### src/rtl/result_tx.sv
// rtl/result_tx.sv - frames MMU result matrices and dimension errors into a byte stream
module result_tx #(
  parameter int ACC_SIZE   = 24,
  parameter int WORD_BYTES = 3
) (
  input  logic                clk,
  input  logic                rst,
  input  logic                dim_fifo_empty,
  input  logic [7:0]          dim_x_in,
  input  logic [7:0]          dim_y_in,
  output logic                dim_fifo_rd,
  input  logic                data_fifo_empty,
  input  logic [ACC_SIZE-1:0] data_in,
  output logic                data_fifo_rd,
  input  logic                dim_error,
  input  logic                tx_busy,
  output logic                tx_start,
  output logic [7:0]          tx_data,
  output logic                tx_active
);

  localparam int SH_W = WORD_BYTES * 8;
  localparam int BC_W = (WORD_BYTES > 1) ? $clog2(WORD_BYTES) : 1;
  localparam logic [7:0]      HDR_BYTE  = 8'hA5;
  localparam logic [7:0]      ERR_BYTE  = 8'hEE;
  localparam logic [BC_W-1:0] LAST_BYTE = BC_W'(WORD_BYTES - 1);

  typedef enum logic [2:0] {
    IDLE,
    HDR,
    DIMX,
    DIMY,
    LOAD,
    BYTES,
    ERR
  } state_t;

  state_t r_state;
  state_t w_state_nxt;

  logic            r_tx_start;
  logic [7:0]      r_tx_data;
  logic            r_dim_rd;
  logic            r_data_rd;
  logic            r_err_pend;
  logic [7:0]      r_dim_x;
  logic [7:0]      r_dim_y;
  logic [15:0]     r_words;
  logic [SH_W-1:0] r_shift;
  logic [BC_W-1:0] r_byte_idx;

  logic            w_tx_ready;
  logic            w_send;
  logic [7:0]      w_send_byte;
  logic            w_pop_dim;
  logic            w_pop_data;
  logic            w_load_cnt;
  logic            w_shift;
  logic            w_err_clr;
  logic [15:0]     w_prod;
  logic [SH_W-1:0] w_ext;
  logic            w_last_byte;

  // The cycle in which tx_start is high is the guard: the transmitter has
  // not yet had a chance to raise tx_busy for the byte just issued.
  assign w_tx_ready  = !tx_busy && !r_tx_start;
  assign w_prod      = 16'(r_dim_x) * 16'(r_dim_y);
  assign w_ext       = SH_W'($signed(data_in));
  assign w_last_byte = (r_byte_idx == LAST_BYTE);

  always_comb begin
    w_state_nxt = r_state;
    w_send      = 1'b0;
    w_send_byte = 8'h00;
    w_pop_dim   = 1'b0;
    w_pop_data  = 1'b0;
    w_load_cnt  = 1'b0;
    w_shift     = 1'b0;
    w_err_clr   = 1'b0;
    case (r_state)
      IDLE: begin
        if (r_err_pend && w_tx_ready) begin
          w_state_nxt = ERR;
        end else if (!dim_fifo_empty && w_tx_ready) begin
          w_state_nxt = HDR;
          w_pop_dim   = 1'b1;
          w_send      = 1'b1;
          w_send_byte = HDR_BYTE;
        end
      end
      HDR: begin
        if (w_tx_ready) begin
          w_state_nxt = DIMX;
          w_send      = 1'b1;
          w_send_byte = r_dim_x;
        end
      end
      DIMX: begin
        if (w_tx_ready) begin
          w_state_nxt = DIMY;
          w_send      = 1'b1;
          w_send_byte = r_dim_y;
        end
      end
      DIMY: begin
        w_load_cnt  = 1'b1;
        w_state_nxt = (w_prod == 16'd0) ? IDLE : LOAD;
      end
      LOAD: begin
        if (!data_fifo_empty) begin
          w_pop_data  = 1'b1;
          w_state_nxt = BYTES;
        end
      end
      BYTES: begin
        if (w_tx_ready) begin
          w_send      = 1'b1;
          w_send_byte = r_shift[SH_W-1 -: 8];
          w_shift     = 1'b1;
          if (w_last_byte) begin
            w_state_nxt = (r_words != 16'd0) ? LOAD : IDLE;
          end
        end
      end
      ERR: begin
        w_send      = 1'b1;
        w_send_byte = ERR_BYTE;
        w_err_clr   = 1'b1;
        w_state_nxt = IDLE;
      end
      default: w_state_nxt = IDLE;
    endcase
  end

  always_ff @(posedge clk) begin
    if (rst) begin
      r_state <= IDLE;
    end else begin
      r_state <= w_state_nxt;
    end
  end

  always_ff @(posedge clk) begin
    if (rst) begin
      r_tx_start <= 1'b0;
      r_tx_data  <= 8'h00;
      r_dim_rd   <= 1'b0;
      r_data_rd  <= 1'b0;
      r_err_pend <= 1'b0;
      r_dim_x    <= 8'h00;
      r_dim_y    <= 8'h00;
      r_words    <= 16'd0;
      r_shift    <= '0;
      r_byte_idx <= '0;
    end else begin
      r_tx_start <= w_send;
      r_dim_rd   <= w_pop_dim;
      r_data_rd  <= w_pop_data;
      if (w_send) begin
        r_tx_data <= w_send_byte;
      end
      // A pulse arriving on the clearing edge survives and yields another 0xEE.
      r_err_pend <= dim_error || (r_err_pend && !w_err_clr);
      if (w_pop_dim) begin
        r_dim_x <= dim_x_in;
        r_dim_y <= dim_y_in;
      end
      if (w_load_cnt) begin
        r_words <= w_prod;
      end else if (w_pop_data) begin
        r_words <= r_words - 16'd1;
      end
      if (w_pop_data) begin
        r_shift    <= w_ext;
        r_byte_idx <= '0;
      end else if (w_shift) begin
        r_shift    <= r_shift << 8;
        r_byte_idx <= r_byte_idx + BC_W'(1);
      end
    end
  end

  assign tx_start     = r_tx_start;
  assign tx_data      = r_tx_data;
  assign dim_fifo_rd  = r_dim_rd;
  assign data_fifo_rd = r_data_rd;
  assign tx_active    = (r_state != IDLE);

endmodule

### config.mk
export PLATFORM = sky130hd
export DESIGN_NAME = result_tx
export DESIGN_NICKNAME = d
export VERILOG_FILES = /design/src/rtl/result_tx.sv
export SDC_FILE = /design/constraint.sdc
export NUM_CORES = 1
export LEC_CHECK = 0
export CAP_MARGIN = 20
export CORE_UTILIZATION = 52
export DETAILED_ROUTE_END_ITERATION = 10
export MAX_ROUTING_LAYER = met4
export PLACE_DENSITY = 0.83
export SLEW_MARGIN = 30
export SYNTH_ARGS = -nofsm -noshare
export SYNTH_HDL_FRONTEND = slang
export SYNTH_SLANG_ARGS = --single-unit
### constraint.sdc
create_clock -name clk -period 12.5 [get_ports clk]
set_input_delay 2.5 -clock clk [delete_from_list [all_inputs] [get_ports clk]]
set_output_delay 2.5 -clock clk [all_outputs]
set_load 0.02 [all_outputs]
==> metrics.md <==
| Metric | Value |
|---|---|
| Num CTS Buffers | 9 |
| CP Capture Type | flip-flop |
| DRT Pass-1 Iters | 5 |
| Status | completed |
| Register area | 1460 um^2 |
| Crit start category | flip-flop |
| Post-layout util | 61.1% |
| Nets | around 850 |
| Diode count | 0 |
| DIE WIDTH | about 100 um |
| Clock Latency Late Sink | roughly 0.35 ns |
| Initial core utilization | between 50% and 60% |
| Synth warn | 0 |
| # port buffers | 57 |
| Vias in the first global route | approximately 4.9k |
| Post-Syn Instances | a little over 700 |
| Final setup skew | 0.00892 ns |
| Die area | ~11000 um^2 |
| Post-Route Setup TNS | 0 ns |
| Relative slew slack | 32.7% |
| TritonCTS Sinks | 73 |
| Post_cts resized | 0 |
| First-pass GRT wire length | around 23 mm |
| Final Critical Period | 4.99 ns |
| Hold slack | around 0.48 ns |
| Setup Fix Bufs, Post-CTS | 0 |
| Cts hold-fix bufs | 0 |
| Post-Syn Area | between 5000 and 6000 um^2 |
| Drt drc | 0 |
| CTS max path bufs | 2 |
| Largest net degree at the start of global routing | 74 |
| Via Count | between 5k and 6k |
| Pwr/cell area | 90.9 nW/um^2 |
| Hold Path Class | reg -> reg |
| Critical path origin | r_dim_x[5] |
| Congestion Overflow GR | 0 |
| Number of flops mapped to enable cells by yosys | 0 |
| Hold path startpoint | r_shift[2] |
| R2R Setup Slk | 7.51 ns |
| DP Area | 6050 um^2 |
| Worst-path clk slew | around 0.080 ns |
| Max IR drop VDD | around 76 uV |
| CTS H-tree depth | 3 |
| Leakage | 0.00252 uW |
| CTS root buf | clkbuf_8 |
| IO Pins | a little under 60 |
| Syn Area/Cell | slightly below 8 um^2 |
| Slew at the pin closest to its max-slew limit | roughly 1.0 ns |
| FF+latch count, synth | 73 |
| Post-Syn Nets | 824 |
| CTS tree | done |
| Area grow syn2layout | 14.6% |
| Final Slew Violations | 0 |
| Post-synthesis cell type count | 53 |
| Worst-path fanout max | 10 |
| WP data arrival | approximately 5.2 ns |
| Total global-route track usage | between 20% and 30% |
| Layout cells sized above 1 | between 3 and 4% |
| Die Y | between 100 and 150 um |
| Req. time, crit path | 12.74 ns |
| Core Region | between 10000 and 15000 um^2 |
| Ys async rst share | 0% |
| Crit path kind | reg -> reg |
| Synth Flop Type | dfxtp_1 |
| Fin crit share | between 30 and 40% |
| DRT Wirelength | approximately 14 mm |
| Final Hold Viols | 0 |
| Post-route cell area | ~6300 um^2 |
| Via/cell ratio | approximately 5.8 |
| WL/cell | 15.7 um |
| Crit Reg-Reg Startpoint | r_dim_x[5] |
| RSZ-0062 raised after global routing | no |
| Initial antenna violation count | 0 |
| Multi-input logic area | 3640 um^2 |
| Seq/Total Area, Yosys | a little over a quarter |
| Fillers | 907 |
| 1st-iter DRT viols | 315 |
| Dpl hpwl | 10.1 mm |
| MaxCap Viol Count | 0 |
| # setup viols final | 0 |
| Antenna-violating nets left | 0 |
| Max Freq | roughly 200 MHz |
| GP Congestion | a little over 0.9 |
| Std-Cell Rows | 37 |
-- final cells by class --
type                            count  area share [%]
Multi-Input combinational cell    531            57.9
Sequential cell                    73            23.3
Timing Repair Buffer               60            9.36
Inverter                           53            3.17
Tap cell                          136            2.71
Clock buffer                       10            2.19
Clock inverter                      6            1.39
-- placed cells by master (no fill, tap or decap), types with 4 or more instances in the layout --
cell	n
and2_1	33
a21oi_1	60
nand2_1	124
a31oi_1	5
a211oi_1	7
nor2_1	75
nor4_1	4
fa_1	36
mux2i_1	12
a311oi_1	16
clkbuf_8	10
xnor2_1	5
clkdlybuf4s50_1	56
xor2_1	7
nor3_1	10
dfxtp_1	73
or3_1	4
inv_1	53
a221oi_1	4
nand4_1	4
nand3_1	18
ha_1	38
nand2b_1	4
o21ai_0	19
-- worst max-delay path: stages, from the launching register on --
cell	delay (ns)
dfxtp_1	0.61
nand2_1	0.16
fa_1	0.55
fa_1	0.46
fa_1	0.54
fa_1	0.55
inv_1	0.05
ha_1	0.26
or3_1	0.39
o31a_1	0.34
xnor2_2	0.17
nand4_1	0.09
or4_1	0.47
o31a_1	0.24
-- per-stage QoR --
step,setup WS [ns],std cells,total power [uW]
2_1_floorplan,7.80,704,324
3_3_place_gp,7.67,853,360
3_5_place_dp,7.59,853,363
4_1_cts,7.56,869,572
5_1_grt,7.33,869,595
6_report,7.51,869,571
-- registers in the layout, summed over array words and instances (netlist names), 2 cells and up --
signal      cells
r_byte_idx      2
r_dim_x         8
tx_data         8
r_shift        24
r_dim_y         8
r_state         3
r_words        16
-- metal layers --
layer	GRT usage [%]	wire [um]	vias to the layer above	part of all wire (%)
met5	-	0	-	0
met4	9.66	341	0	2.5
met3	5.18	988	36	7.2
met2	40.6	6260	212	46
met1	35.6	6070	2346	44
li1	-	-	2409	-
-- synth_stat cells (5+ instances only) --
master	instances	area, um^2
mux2i_1	12	120
xor2_1	7	61.3
xnor2_1	5	43.8
dfxtp_1	73	1460
a211oi_1	7	52.6
a311oi_1	16	140
o21ai_0	19	95.1
a21oi_1	60	300
a31oi_1	5	31.3
buf_1	5	18.8
nor3_1	10	50.1
nand3_1	18	90.1
and2_1	33	206
inv_1	53	199
fa_1	36	721
clkbuf_1	40	150
ha_1	38	475
nor2_1	76	285
nand2_1	124	465
-- kinds of logic after synthesis --
kind of cell / count (synthesis) / share of synthesized area [%]
buffers and inverters: 100 / 7.01
xor gates and xnor gates: 13 / 2.22
AOI/OAI and AO/OA: 139 / 15.9
DFF: 73 / 26.7
adders and majority gates: 74 / 21.8
muxes: 12 / 2.19
and+or+nand+nor: 293 / 24.1
-- power by group --
| group | internal, uW | switching (uW) | leakage (uW) |
|---|---|---|---|
| combinational | 44.7 | 54.5 | 0.00181 |
| clock | 119 | 91.9 | 0.000117 |
| sequential | 244 | 17.3 | 0.000591 |
-- path summary, 6_finish.rpt --
path	cells past startpoint	endpoint
worst max-delay path	13	r_state[2]
worst min-delay path	2	r_shift[2]
worst max register to register	13	r_state[2]
worst min register to register	2	r_shift[2]
No activity file was read; power rests on OpenSTA's default activity.
